==> config.mk <==
export PLATFORM = sky130hd
export DESIGN_NAME = phase_scheduler
export DESIGN_NICKNAME = d
export VERILOG_FILES = /design/src/rtl/phase_pkg.sv /design/src/rtl/tick_gen.sv /design/src/rtl/phase_scheduler.sv
export SDC_FILE = /design/constraint.sdc
export NUM_CORES = 1
export LEC_CHECK = 0
export ABC_CLOCK_PERIOD_IN_PS = 5200
export BUFFER_PORTS_ARGS = -buffer_cell sky130_fd_sc_hd__buf_2
export CORE_MARGIN = 2
export CORE_UTILIZATION = 59
export DETAILED_ROUTE_END_ITERATION = 10
export MAX_ROUTING_LAYER = met4
export PLACE_DENSITY_LB_ADDON = 0.25
export SKIP_CTS_REPAIR_TIMING = 1
export SYNTH_ARGS = -nofsm -noshare
export SYNTH_HDL_FRONTEND = slang
export SYNTH_HIERARCHICAL = 1
export SYNTH_SLANG_ARGS = --single-unit
==> constraint.sdc <==
create_clock -name clk -period 5.2 [get_ports clk]
set_clock_uncertainty 0.1 [all_clocks]
set_input_delay 1.04 -clock clk [delete_from_list [all_inputs] [get_ports clk]]
set_output_delay 1.04 -clock clk [all_outputs]
set_load 0.05 [all_outputs]
==> src/rtl/phase_pkg.sv <==
// phase_pkg -- shared definitions for the phase scheduler.
//
// Holds the phase codes, the phase-to-duration mapping and the width of
// the "ticks remaining" counter, so the scheduler and anything observing
// it agree on the encoding.
//
// Build option: EMERG_PREEMPT_EN (used by phase_scheduler, not here).
package phase_pkg;

  localparam int PHASE_W = 3;
  localparam int REM_W   = 4;

  typedef enum logic [PHASE_W-1:0] {
    N_GREEN  = 3'd0,
    N_YELLOW = 3'd1,
    RED_1    = 3'd2,
    E_LEFT   = 3'd3,
    E_GREEN  = 3'd4,
    E_YELLOW = 3'd5,
    RED_2    = 3'd6,
    N_LEFT   = 3'd7
  } phase_t;

  // The sequence is a fixed ring, so the successor is just code+1 mod 8.
  function automatic phase_t next_phase(input phase_t p);
    return phase_t'(p + 3'd1);
  endfunction

  // Ticks spent in a phase. N_GREEN is untimed and reports 0.
  function automatic logic [REM_W-1:0] phase_duration(
    input phase_t           p,
    input logic [REM_W-1:0] long_ticks,
    input logic [REM_W-1:0] short_ticks
  );
    case (p)
      N_GREEN:                            return '0;
      N_YELLOW, E_LEFT, E_YELLOW, N_LEFT: return long_ticks;
      default:                            return short_ticks;
    endcase
  endfunction

endpackage

==> src/rtl/tick_gen.sv <==
// tick_gen -- prescaler producing one timing tick every TICK_CYCLES clocks.
//
// Ports:
//   clk    : clock
//   resetn : asynchronous active-low reset
//   clear  : synchronous hold; counter parked at 0, tick low
//   tick   : registered one-cycle pulse, high during the last cycle of each
//            TICK_CYCLES period, so a consumer acting on it at the next edge
//            lands exactly on the period boundary
//
// Build option: none (EMERG_PREEMPT_EN does not affect this block).
module tick_gen #(
  parameter int unsigned TICK_CYCLES = 50000000
) (
  input  logic clk,
  input  logic resetn,
  input  logic clear,
  output logic tick
);

  localparam int unsigned     CW       = $clog2(TICK_CYCLES);
  localparam logic [CW-1:0]   LAST     = CW'(TICK_CYCLES - 1);
  localparam logic [CW-1:0]   PRE_LAST = CW'(TICK_CYCLES - 2);

  logic [CW-1:0] cnt_reg;

  always_ff @(posedge clk or negedge resetn) begin
    if (!resetn) begin
      cnt_reg <= '0;
      tick    <= 1'b0;
    end else if (clear) begin
      cnt_reg <= '0;
      tick    <= 1'b0;
    end else begin
      cnt_reg <= (cnt_reg == LAST) ? '0 : cnt_reg + CW'(1);
      // Registered one cycle early so the pulse coincides with cnt == LAST.
      tick    <= (cnt_reg == PRE_LAST);
    end
  end

endmodule

==> src/rtl/phase_scheduler.sv <==
// phase_scheduler -- fixed eight-phase sequencer started by requests.
//
// Idles in N_GREEN until a request arrives, then walks 1..7 back to 0,
// each timed phase lasting its duration in ticks. Requests seen while the
// sequence runs are remembered and start another sequence on return.
//
// Ports:
//   clk       : clock
//   resetn    : asynchronous active-low reset
//   sensor    : vehicle-waiting request (level or pulse)
//   emergency : emergency request (level or pulse)
//   phase     : current phase code (registered)
//   remaining : ticks left in current phase, 0 in N_GREEN (registered)
//   tick      : one-cycle pulse at each tick boundary (registered)
//   busy      : high whenever phase != N_GREEN
//
// Build option: EMERG_PREEMPT_EN -- when defined, emergency during E_LEFT or
// E_GREEN cuts the phase short so it ends at the next tick.
module phase_scheduler
  import phase_pkg::*;
#(
  parameter int unsigned TICK_CYCLES = 50000000,
  parameter int unsigned LONG_TICKS  = 10,
  parameter int unsigned SHORT_TICKS = 5
) (
  input  logic               clk,
  input  logic               resetn,
  input  logic               sensor,
  input  logic               emergency,
  output logic [PHASE_W-1:0] phase,
  output logic [REM_W-1:0]   remaining,
  output logic               tick,
  output logic               busy
);

  localparam logic [REM_W-1:0] LONG_LD  = REM_W'(LONG_TICKS);
  localparam logic [REM_W-1:0] SHORT_LD = REM_W'(SHORT_TICKS);

  phase_t           phase_reg, phase_next;
  logic [REM_W-1:0] rem_reg, rem_next;
  logic             pend_reg, pend_next;
  logic             req_prev_reg;
  logic             req, req_rise, tick_int, idle;
  phase_t           succ;

  assign idle     = (phase_reg == N_GREEN);
  assign req      = sensor | emergency;
  // A request held high across the starting edge belongs to the sequence it
  // started; only a fresh assertion during the run is remembered.
  assign req_rise = req & ~req_prev_reg;
  assign succ     = next_phase(phase_reg);

  // Prescaler held at 0 while idle; on the start edge it is still held, so
  // the first tick period begins exactly at phase entry.
  tick_gen #(
    .TICK_CYCLES(TICK_CYCLES)
  ) u_tick_gen (
    .clk   (clk),
    .resetn(resetn),
    .clear (idle),
    .tick  (tick_int)
  );

  always_ff @(posedge clk or negedge resetn) begin
    if (!resetn) begin
      phase_reg    <= N_GREEN;
      rem_reg      <= '0;
      pend_reg     <= 1'b0;
      req_prev_reg <= 1'b0;
    end else begin
      phase_reg    <= phase_next;
      rem_reg      <= rem_next;
      pend_reg     <= pend_next;
      req_prev_reg <= req;
    end
  end

  always_comb begin
    phase_next = phase_reg;
    rem_next   = rem_reg;
    pend_next  = pend_reg;

    if (idle) begin
      // sensor and emergency share one start, so simultaneous requests
      // launch a single sequence.
      if (req || pend_reg) begin
        phase_next = N_YELLOW;
        rem_next   = LONG_LD;
        pend_next  = 1'b0;
      end
    end else begin
      // Also covers the 7->0 edge: phase_reg is still N_LEFT there.
      if (req_rise) begin
        pend_next = 1'b1;
      end

      if (tick_int) begin
        if (rem_reg > 4'd1) begin
          rem_next = rem_reg - 4'd1;
        end else begin
          phase_next = succ;
          rem_next   = phase_duration(succ, LONG_LD, SHORT_LD);
        end
      end

`ifdef EMERG_PREEMPT_EN
      // Leave the prescaler running: the phase ends at the next natural tick.
      if (emergency && (phase_reg == E_LEFT || phase_reg == E_GREEN)
          && (rem_reg > 4'd1)) begin
        rem_next = 4'd1;
      end
`else
      // emergency is treated purely as a request; timing is untouched.
`endif
    end
  end

  assign phase     = phase_reg;
  assign remaining = rem_reg;
  assign tick      = tick_int;
  assign busy      = ~idle;

endmodule

Word-level counts from Yosys, hierarchy flattened
Cells that the tools add are included.
Word-level totals
  word-level logic and storage cells: 46
  output and inout port bits: 9
  register bits after elaboration: 36
  input port bits: 4
Cells by class
  add/sub/neg operators: 3
  bitwise operators: 4
  muxes and demuxes: 15
  $lt $le $gt $ge: 1
  reductions and logical operators: 9
  equality and inequality tests: 8
Operators with widths (number)
  26-bit equality test (second input constant): 2
  26-bit 2-to-1 mux: 2
  26-bit by 1-bit adder with 26-bit output (second input constant): 1
  4-bit 2-to-1 mux: 4
  3-bit 2-to-1 mux: 4
  4-bit case mux with 2 select lines: 1
  3-bit equality test (second input constant): 2
  3-bit zero test: 2
  4-bit by 1-bit > comparator with 1-bit output (second input constant): 1
  1-bit 2-to-1 mux: 4
  2-bit AND reduction: 2
  2-bit nonzero test: 2
  4-bit OR reduction: 1
  4-bit by 1-bit subtractor with 4-bit output (second input constant): 1
  3-bit by 1-bit adder with 3-bit output (second input constant): 1
  3-bit by 1-bit equality test with 1-bit output (second input constant): 1
  3-bit by 2-bit equality test with 1-bit output (second input constant): 1
  3-bit AND reduction: 1
  2-bit by 1-bit != test with 1-bit output (second input constant): 1
  2-bit != test (second input constant): 1
  1-bit inverter: 2
  1-bit AND: 1
  1-bit logical OR: 1
  1-bit bitwise OR: 1

Logic depth before layout (Yosys ltp)
Gate-level depths: netlist of the first run.
  word-level depth: 7
  gate-level depth with buffers: 8
  gate-level depth less buffers: 7

Cells and area by module
The synthesis of the first run kept the hierarchy.
By module, submodules not included
  tick_gen: instances 1, cells each 152, area an instance 1433.9 sq um, seq. area each 675.6 sq um
  phase_scheduler: instances 1, cells each 57, area an instance 581.8 sq um, seq. area each 225.2 sq um

Least setup slack after synthesis of the first run
Ideal clock, no wire load.
  path type: register -> output
  start: register phase_reg[0] (netlist: phase[0])
  end: output busy
  stages on the path, launching flop included: 4
  arrival time: 1.313 ns
  slack: 2.747 ns
  buffers on the path: 0
  cell sequence: dfrtp_1 inv_1 ha_1 nand2b_2
On the way
  longest elaborated chain between the ends: 2
RTL lines
  start: declaration: line phase_scheduler.sv:39  | phase_t phase_reg, phase_next;
  start signal: assignment: line phase_scheduler.sv:71  | phase_reg <= phase_next;
  3-bit zero test: line phase_scheduler.sv:46  | assign idle = (phase_reg == N_GREEN);
  1-bit inverter: line phase_scheduler.sv:121  | assign busy = ~idle;
  end: declaration: line phase_scheduler.sv:33  | output logic busy
Every way passes these cells.

Worst setup path in the final report of the first run
Same ends and word-level chain as after synthesis.

==> results of run 1 <==
-- critical path: cells and delay by family, from the launching register on --
family	cells	cell delay, ns
adder cells (fa/ha/maj)	1	0.22
buffers and inverters	2	0.38
flip-flops	1	0.45
AND/OR/NAND/NOR	1	0.11
-- synth_stat cells (6+ instances only) --
cell type | instances | area, um^2
xnor2_1 | 9 | 78.8
nand4_1 | 7 | 43.8
dfrtp_1 | 36 | 901
nor3_1 | 6 | 30.0
a21oi_1 | 14 | 70.1
o31ai_1 | 6 | 45.0
nand3_1 | 18 | 90.1
nor2_1 | 18 | 67.6
or4_1 | 7 | 52.6
inv_1 | 13 | 48.8
ha_1 | 9 | 113
nand2_1 | 10 | 37.5
-- layout make-up --
| type | instances | area (um^2) |
|---|---|---|
| timing repair buffer | 13 | 67.6 |
| fill | 273 | 1150 |
| clock inverter | 1 | 5.00 |
| sequential | 36 | 901 |
| clock buffer | 6 | 41.3 |
| multi-input combinational | 153 | 1040 |
| inverter | 13 | 48.8 |
| tap | 46 | 57.6 |
-- cells by family (layout without fill, tap and decap cells) --
family	count (synthesis)	after routing	synth area share, %
buffers and inverters	20	33	3.97
AND/OR/NAND/NOR	92	92	26.6
multiplexers	1	1	0.745
XOR/XNOR	14	14	6.08
adder cells (fa/ha/maj)	9	9	5.59
AO/OA/AOI/OAI	37	37	12.4
flip-flops	36	36	44.7
-- through the flow --
step,std cells,hold slack [ns],cell area (um^2),worst slack [ns],utilization (%)
2_1_floorplan,209,0.387,2020,2.75,-
3_3_place_gp,261,0.403,2120,2.89,63.9
3_5_place_dp,261,0.419,2120,2.77,63.9
4_1_cts,268,0.436,2160,2.53,65.3
5_1_grt,268,0.461,2160,2.44,65.3
6_report,268,0.436,2160,2.55,65.3
-- layout by cell type, fill, tap and decap left out, types with 2 or more instances in the layout --
cell and n:
a21oi_1 14, buf_2 12, clkbuf_4 5, dfrtp_1 36
ha_1 9, inv_1 13, nand2_1 10, nand3_1 18
nand3_2 2, nand4_1 7, nor2_1 18, nor3_1 6
nor4_1 2, nor4b_1 2, o211ai_1 4, o21a_1 2
o21ai_0 4, o31ai_1 6, or2_4 2, or3_1 4
or4_1 7, or4_4 2, xnor2_1 9, xor2_1 5
-- how the worst max path moves through the flow --
stage                     slack (ns)                            start  cells after the start                                to
after floorplan                 2.75             phase[0]$_DFFE_PN0P_                      3                              busy
after global placement          2.89  u_tick_gen/cnt_reg[0]$_DFF_PN0_                      5  u_tick_gen/cnt_reg[22]$_DFF_PN0_
after detailed placement        2.77  u_tick_gen/cnt_reg[0]$_DFF_PN0_                      5  u_tick_gen/cnt_reg[24]$_DFF_PN0_
after CTS                       2.53             phase[0]$_DFFE_PN0P_                      4                              busy
after global routing            2.44             phase[0]$_DFFE_PN0P_                      4                              busy
final                           2.55             phase[0]$_DFFE_PN0P_                      4                              busy
-- power by group through the flow --
| stage | sequential [uW] | clock [uW] | combinational [uW] |
|---|---|---|---|
| global placement | 376 | 0 | 173 |
| CTS | 376 | 141 | 181 |
| floorplan | 389 | 0 | 124 |
| detailed placement | 381 | 0 | 180 |
| finish | 377 | 139 | 179 |
| global route | 384 | 158 | 198 |
-- layer usage --
layer  vias up  GRT usage, %  wire length [um]
li1        785             -                 -
met1       758          30.0              1930
met2        22          34.3              1890
met3        10          4.32               100
met4         0          9.17                83
met5         -             -                 0
==> run summary, run 1 <==
status -> finished clean
CP max FO -> 6
clock slew at reported path FFs -> 0.10 ns
clock power share -> 20.0%
largest net degree at the start of global routing -> 37
Post-Route WL -> 4000 um
first-pass GRT wire length -> 6740 um
relative slew slack -> 35.1%
final routed DRC violation total -> 0
Synth Register Bits -> 36
Data arrival, critical path -> 1.51 ns
Post-Syn Area -> 0.00202 mm^2
total global routing overflow -> 0
flip-flop count of the largest register after layout -> 26
Reg power frac -> 54.2%
RSZ-0062 raised after global routing -> no
Int Power -> 434 uW
Max Fclk -> 0.377 GHz
Main synth FF type -> dfrtp_1
Leakage -> 0.000893 uW
Clock Latency Late Sink -> 0.35 ns
syn_nets -> 222
number of core rows -> 21
cell count after synthesis -> 209
CP Capture Type -> output port
GPL Wtd Cong -> 0.871
CP max stage delay -> 0.45 ns
Worst path slowest cell -> dfrtp_1
total vias in the final route -> 1575
CP cell instances -> inv_1 -> ha_1 -> nand2b_2 -> buf_2
Hold Crit Class -> register to register
r2r worst-path depth -> 5
total track usage -> 22.5%
CTS Buf Count -> 5
Tightest Pin Transition -> 0.963 ns
DR pass1 iterations -> 4
Via density -> 5.88
Req. time, crit path -> 4.06 ns
crit path launch type -> register
initial antenna violation count -> 0
H-tree levels -> 2
starting density of the core -> 60.9%
share of cells above drive strength 1 -> 15.8%
Hold Path End -> phase[2]$_DFFE_PN0P_
vias in the first global route -> 1469
count of port buffers added during placement -> 12
PD cells -> 321 mW/mm^2
register area share after synthesis -> 44.7%
Antenna Nets Post-Route -> 0
Clock Tree Buf Depth -> 2
Sw Share -> 37.6%
routed wire length per instance -> 14.9 um
VDD IR max -> 0.257 mV
count of final hold-check violations -> 0
CTS tree -> done
FFs w/ async S/R, synth -> 100%
synth unique cells -> 44
Area Overhead vs Synth -> 7.32%
nets -> 235
initial DRC count -> 70
CTS sink cnt -> 36
Comb power frac -> 25.8%
reg2reg start -> u_tick_gen/cnt_reg[0]$_DFF_PN0_
root buf cell -> clkbuf_4
die area -> 0.00390 mm^2
DP HPWL -> 2830 um
Worst Setup Path Type -> register to output port
Net Sw Power -> 262 uW
core area -> 0.00331 mm^2
reg2reg end -> u_tick_gen/cnt_reg[21]$_DFF_PN0_
# setup viols final -> 0
die span in x -> 62.5 um
Pins Over Slew Limit -> 0
final setup TNS -> 0 ns
worst hold path cell count -> 1
Post-synth EDFFs -> 0
fin crit share -> 51.0%
Worst Min Path Start -> phase[2]$_DFFE_PN0P_
die height -> 62.5 um
antenna diode count -> 0
total power -> 695 uW
IO Pins -> 13
max_cap viols -> 0
yosys warns -> 6
fin crit period -> 2.65 ns
flop-to-flop setup slack -> 2.75 ns
Avg Cell Area, Syn -> 9.64 um^2
Note: power is estimated with default switching activity, not from simulation.
==> run 2: changes to the inputs <==
--- a/config.mk
+++ b/config.mk
@@ -5,7 +5,7 @@
 export SDC_FILE = /design/constraint.sdc
 export NUM_CORES = 1
 export LEC_CHECK = 0
-export ABC_CLOCK_PERIOD_IN_PS = 5200
+export ABC_CLOCK_PERIOD_IN_PS = 2600
 export BUFFER_PORTS_ARGS = -buffer_cell sky130_fd_sc_hd__buf_2
 export CORE_MARGIN = 2
 export CORE_UTILIZATION = 59
==> constraint.sdc (replaced) <==
create_clock -name clk -period 2.6 [get_ports clk]
set_clock_uncertainty 0.1 [all_clocks]
set_input_delay 0.52 -clock clk [delete_from_list [all_inputs] [get_ports clk]]
set_output_delay 0.52 -clock clk [all_outputs]
set_load 0.05 [all_outputs]
==> run 2 against run 1 <==
Effect of this change: sequential power is 99% higher; setup slack got worse by 2.2 ns; utilization grew 0.79 points; highest routed layer unchanged.
==> run summary, run 2 (synthesis results as in run 1) <==
crit path launch type -> register
PD cells -> 661 mW/mm^2
most frequent cells in the layout -> dfrtp_1, nor2_1, nand3_1
fin crit share -> 88.4%
antenna diode count -> 0
Data arrival, critical path -> 2.47 ns
DR pass1 iterations -> 4
Tightest Pin Transition -> 0.779 ns
RSZ-0062 raised after global routing -> no
IO Pins -> 13
CP Launch Point -> u_tick_gen/cnt_reg[0]$_DFF_PN0_
H-tree levels -> 2
CTS Buf Count -> 5
total global routing overflow -> 0
nets -> 236
total vias in the final route -> 1629
DP HPWL -> 3040 um
VDD IR max -> 0.532 mV
CTS tree -> done
routed wire length per instance -> 15.2 um
Leakage -> 0.000908 uW
starting density of the core -> 60.9%
root buf cell -> clkbuf_4
Clock Tree Buf Depth -> 2
first-pass GRT wire length -> 7180 um
CP max FO -> 6
initial DRC count -> 97
relative slew slack -> 48.1%
clock slew at reported path FFs -> 0.10 ns
r2r worst-path depth -> 5
share of cells above drive strength 1 -> 16.6%
flip-flop count of the largest register after layout -> 26
die area -> 0.00390 mm^2
Worst Setup Path Type -> register to register
CTS sink cnt -> 36
fin crit period -> 2.30 ns
Antenna Nets Post-Route -> 0
Hold Crit Class -> primary input to async pin
largest net degree at the start of global routing -> 37
core area -> 0.00331 mm^2
vias in the first global route -> 1655
number of core rows -> 21
die span in x -> 62.5 um
count of final hold-check violations -> 0
Max Fclk -> 0.435 GHz
count of port buffers added during placement -> 12
Area Overhead vs Synth -> 8.63%
Post-Route WL -> 4080 um
CP Capture Type -> register
max_cap viols -> 0
initial antenna violation count -> 0
total track usage -> 24.0%
final setup TNS -> 0 ns
Clock Latency Late Sink -> 0.34 ns
total power -> 1450 uW
Via density -> 6.06
Pins Over Slew Limit -> 0
reg2reg start -> u_tick_gen/cnt_reg[0]$_DFF_PN0_
status -> finished clean
# setup viols final -> 0
GPL Wtd Cong -> 0.882
final routed DRC violation total -> 0
Req. time, crit path -> 2.78 ns
die height -> 62.5 um
commonest non-fill, non-tap cell in the layout -> dfrtp_1
-- run 2: cell count changes in the layout (fill, tap and decap cells not counted), sizes merged --
cell,before,now
buf,13,14
clkbuf,6,7
clkinv,1,0
-- run 2: final cells by class --
type,instances,area (um^2)
Timing Repair Buffer,14,75.1
Clock buffer,7,65.1
Inverter,13,48.8
Tap cell,46,57.6
Sequential cell,36,901
Multi-Input combinational cell,153,1040
Fill cell,272,1120
-- run 2: path summary, 6_finish.rpt --
kind / slack [ns] / endpoint
min in group clk: 0.35 / req_prev_reg$_DFF_PN0_
max in group asynchronous: 1.76 / remaining[3]$_DFFE_PN0P_
worst min register to register: 0.42 / u_tick_gen/cnt_reg[0]$_DFF_PN0_
worst min-delay path: 0.15 / phase[0]$_DFFE_PN0P_
worst max-delay path: 0.30 / u_tick_gen/cnt_reg[18]$_DFF_PN0_
worst max register to register: 0.30 / u_tick_gen/cnt_reg[18]$_DFF_PN0_
-- run 2: layer usage --
layer | global-route usage (%) | share of wire [%] | vias to the layer above
li1 | - | - | 790
met1 | 28.0 | 42 | 779
met2 | 41.3 | 51 | 53
met3 | 5.41 | 5.4 | 7
met4 | 7.50 | 1.8 | 0
met5 | - | 0 | -
-- run 2: metrics by stage --
stage | utilization, % | setup slack, ns | std cells | hold slack [ns] | area, um^2
2_1_floorplan | - | 0.313 | 209 | 0.124 | 2020
3_3_place_gp | 64.2 | 0.380 | 262 | 0.400 | 2120
3_5_place_dp | 64.2 | 0.329 | 262 | 0.410 | 2120
4_1_cts | 66.1 | 0.315 | 269 | 0.170 | 2190
5_1_grt | 66.1 | 0.216 | 269 | 0.203 | 2190
6_report | 66.1 | 0.302 | 269 | 0.146 | 2190
-- run 2: where the power goes --
part	total [uW]	switching, uW	internal (uW)
Combinational	369	231	137
Sequential	750	117	634
Clock	327	174	153
Total	1450	522	924
-- run 2: worst max-delay path, cell delays in order (launching register included) --
cell	delay, ns
dfrtp_1	0.43
ha_1	0.29
nand3_2	0.16
or4_1	0.61
or4_4	0.52
a21oi_2	0.14
==> run 3: changes to the inputs <==
--- a/config.mk
+++ b/config.mk
@@ -5,10 +5,10 @@
 export SDC_FILE = /design/constraint.sdc
 export NUM_CORES = 1
 export LEC_CHECK = 0
-export ABC_CLOCK_PERIOD_IN_PS = 2600
+export ABC_CLOCK_PERIOD_IN_PS = 2000
 export BUFFER_PORTS_ARGS = -buffer_cell sky130_fd_sc_hd__buf_2
 export CORE_MARGIN = 2
-export CORE_UTILIZATION = 59
+export CORE_UTILIZATION = 54
 export DETAILED_ROUTE_END_ITERATION = 10
 export MAX_ROUTING_LAYER = met4
 export PLACE_DENSITY_LB_ADDON = 0.25
==> constraint.sdc (replaced) <==
create_clock -name clk -period 2 [get_ports clk]
set_clock_uncertainty 0.1 [all_clocks]
set_input_delay 0.4 -clock clk [delete_from_list [all_inputs] [get_ports clk]]
set_output_delay 0.4 -clock clk [all_outputs]
set_load 0.05 [all_outputs]
==> run 3 against run 2 <==
Effect of this change: the flow now finishes with violations (setup timing); critical path depth increased by 1; count of clock-buffer cells in the layout is 1 higher; power rose by 55%; combinational power increased by 99%; clock power increased by 63%; largest cell class unchanged; largest power group unchanged.
==> run summary, run 3 (synthesis results as in run 1) <==
Clock Tree Buf Depth -> 2
H-tree levels -> 2
total track usage -> 26.1%
Data arrival, critical path -> 2.12 ns
initial antenna violation count -> 0
Tightest Pin Transition -> 0.601 ns
final routed DRC violation total -> 0
clock slew at reported path FFs -> 0.07 ns
flop-to-flop setup slack -> -0.05 ns
DR pass1 iterations -> 5
total vias in the final route -> 1805
reg2reg start -> u_tick_gen/cnt_reg[0]$_DFF_PN0_
PD cells -> 865 mW/mm^2
vias in the first global route -> 1804
# setup viols final -> 1
Hold Worst Slack -> 0.00830 ns
area of the multi-input gates -> 0.00115 mm^2
r2r worst-path depth -> 6
Setup WS post-layout -> -0.0451 ns
die height -> 65.1 um
CTS sink cnt -> 36
starting density of the core -> 55.5%
Cell Area, Placed -> 0.00233 mm^2
GPL Wtd Cong -> 0.862
Post-Route WL -> 5140 um
Via density -> 5.94
first-pass GRT wire length -> 8060 um
Final Util -> 71.4%
antenna diode count -> 0
worst slack at placement -> -0.0658 ns
Req. time, crit path -> 2.07 ns
count of port buffers added during placement -> 12
total global routing overflow -> 0
DP HPWL -> 3450 um
fin crit period -> 2.05 ns
Antenna Nets Post-Route -> 0
storage element area -> 910 um^2
status -> finished, violations left
die area -> 0.00424 mm^2
core area -> 0.00363 mm^2
VDD IR max -> 0.638 mV
flip-flop count of the largest register after layout -> 26
nets -> 268
fin crit share -> 102%
Final Cell Area -> 0.00259 mm^2
Area Overhead vs Synth -> 28.7%
root buf cell -> clkbuf_8
filler instances -> 271
Hold Crit Class -> primary input to async pin
CTS tree -> done
commonest non-fill, non-tap cell in the layout -> buf_4
die span in x -> 65.1 um
relative slew slack -> 60.0%
share of cells above drive strength 1 -> 36.3%
Leakage -> 0.00111 uW
CTS Buf Count -> 5
initial DRC count -> 79
RSZ-0062 raised after global routing -> yes
reg2reg end -> u_tick_gen/cnt_reg[14]$_DFF_PN0_
Clock Latency Late Sink -> 0.29 ns
IO Pins -> 13
most frequent cells in the layout -> buf_4, dfrtp_1, nand3_1
Worst Setup Path Type -> register to register
crit path launch type -> register
failing checks -> setup timing
Max Fclk -> 0.489 GHz
routed wire length per instance -> 16.9 um
largest net degree at the start of global routing -> 27
count of final hold-check violations -> 0
CP max FO -> 5
CP Capture Type -> register
Pins Over Slew Limit -> 0
number of core rows -> 22
max_cap viols -> 0
## run 3: cell type report
class	instances	share of cell area [%]
inverter	13	1.88
clock buffer	8	3.47
multi-input combinational	153	44.5
sequential	36	35.1
tap	48	2.32
timing repair buffer	46	12.7
## run 3: per-layer routing
metal  global-route usage (%)  wire [um]
met1                     26.6       1970
met2                     47.2       2890
met3                     6.85        179
met4                     12.0         96
met5                        -          0
## run 3: worst max path at each step
stage / start / end / slack [ns] / cells past startpoint
finish: u_tick_gen/cnt_reg[0]$_DFF_PN0_ / u_tick_gen/cnt_reg[14]$_DFF_PN0_ / -0.05 / 6
global route: u_tick_gen/cnt_reg[0]$_DFF_PN0_ / u_tick_gen/cnt_reg[14]$_DFF_PN0_ / -0.09 / 6
CTS: u_tick_gen/cnt_reg[1]$_DFF_PN0_ / u_tick_gen/cnt_reg[14]$_DFF_PN0_ / -0.08 / 5
detailed placement: u_tick_gen/cnt_reg[1]$_DFF_PN0_ / u_tick_gen/cnt_reg[14]$_DFF_PN0_ / -0.07 / 5
global placement: u_tick_gen/cnt_reg[1]$_DFF_PN0_ / u_tick_gen/cnt_reg[22]$_DFF_PN0_ / 0.04 / 6
floorplan: u_tick_gen/cnt_reg[0]$_DFF_PN0_ / u_tick_gen/cnt_reg[18]$_DFF_PN0_ / -0.04 / 6
## run 3: per-stage QoR
| step | instances | TNS (ns) | power [uW] |
|---|---|---|---|
| floorplan | 209 | -0.0867 | 1370 |
| finish | 304 | -0.0451 | 2240 |
| global placement | 287 | 0 | 1560 |
| global route | 304 | -0.531 | 2390 |
| detailed placement | 287 | -0.143 | 1610 |
| CTS | 295 | -0.174 | 2140 |
## run 3: critical path: stages, from the launching register on
cell	delay, ns
dfrtp_1	0.42
ha_4	0.18
nand3_4	0.08
or4_4	0.56
buf_4	0.17
o31ai_1	0.31
a21oi_2	0.10
## run 3: power breakdown
group | leakage, uW | total [uW] | switching (uW) | internal [uW]
Sequential | 0.000460 | 978 | 141 | 837
Combinational | 0.000605 | 733 | 405 | 328
Clock | 0.0000455 | 532 | 251 | 281
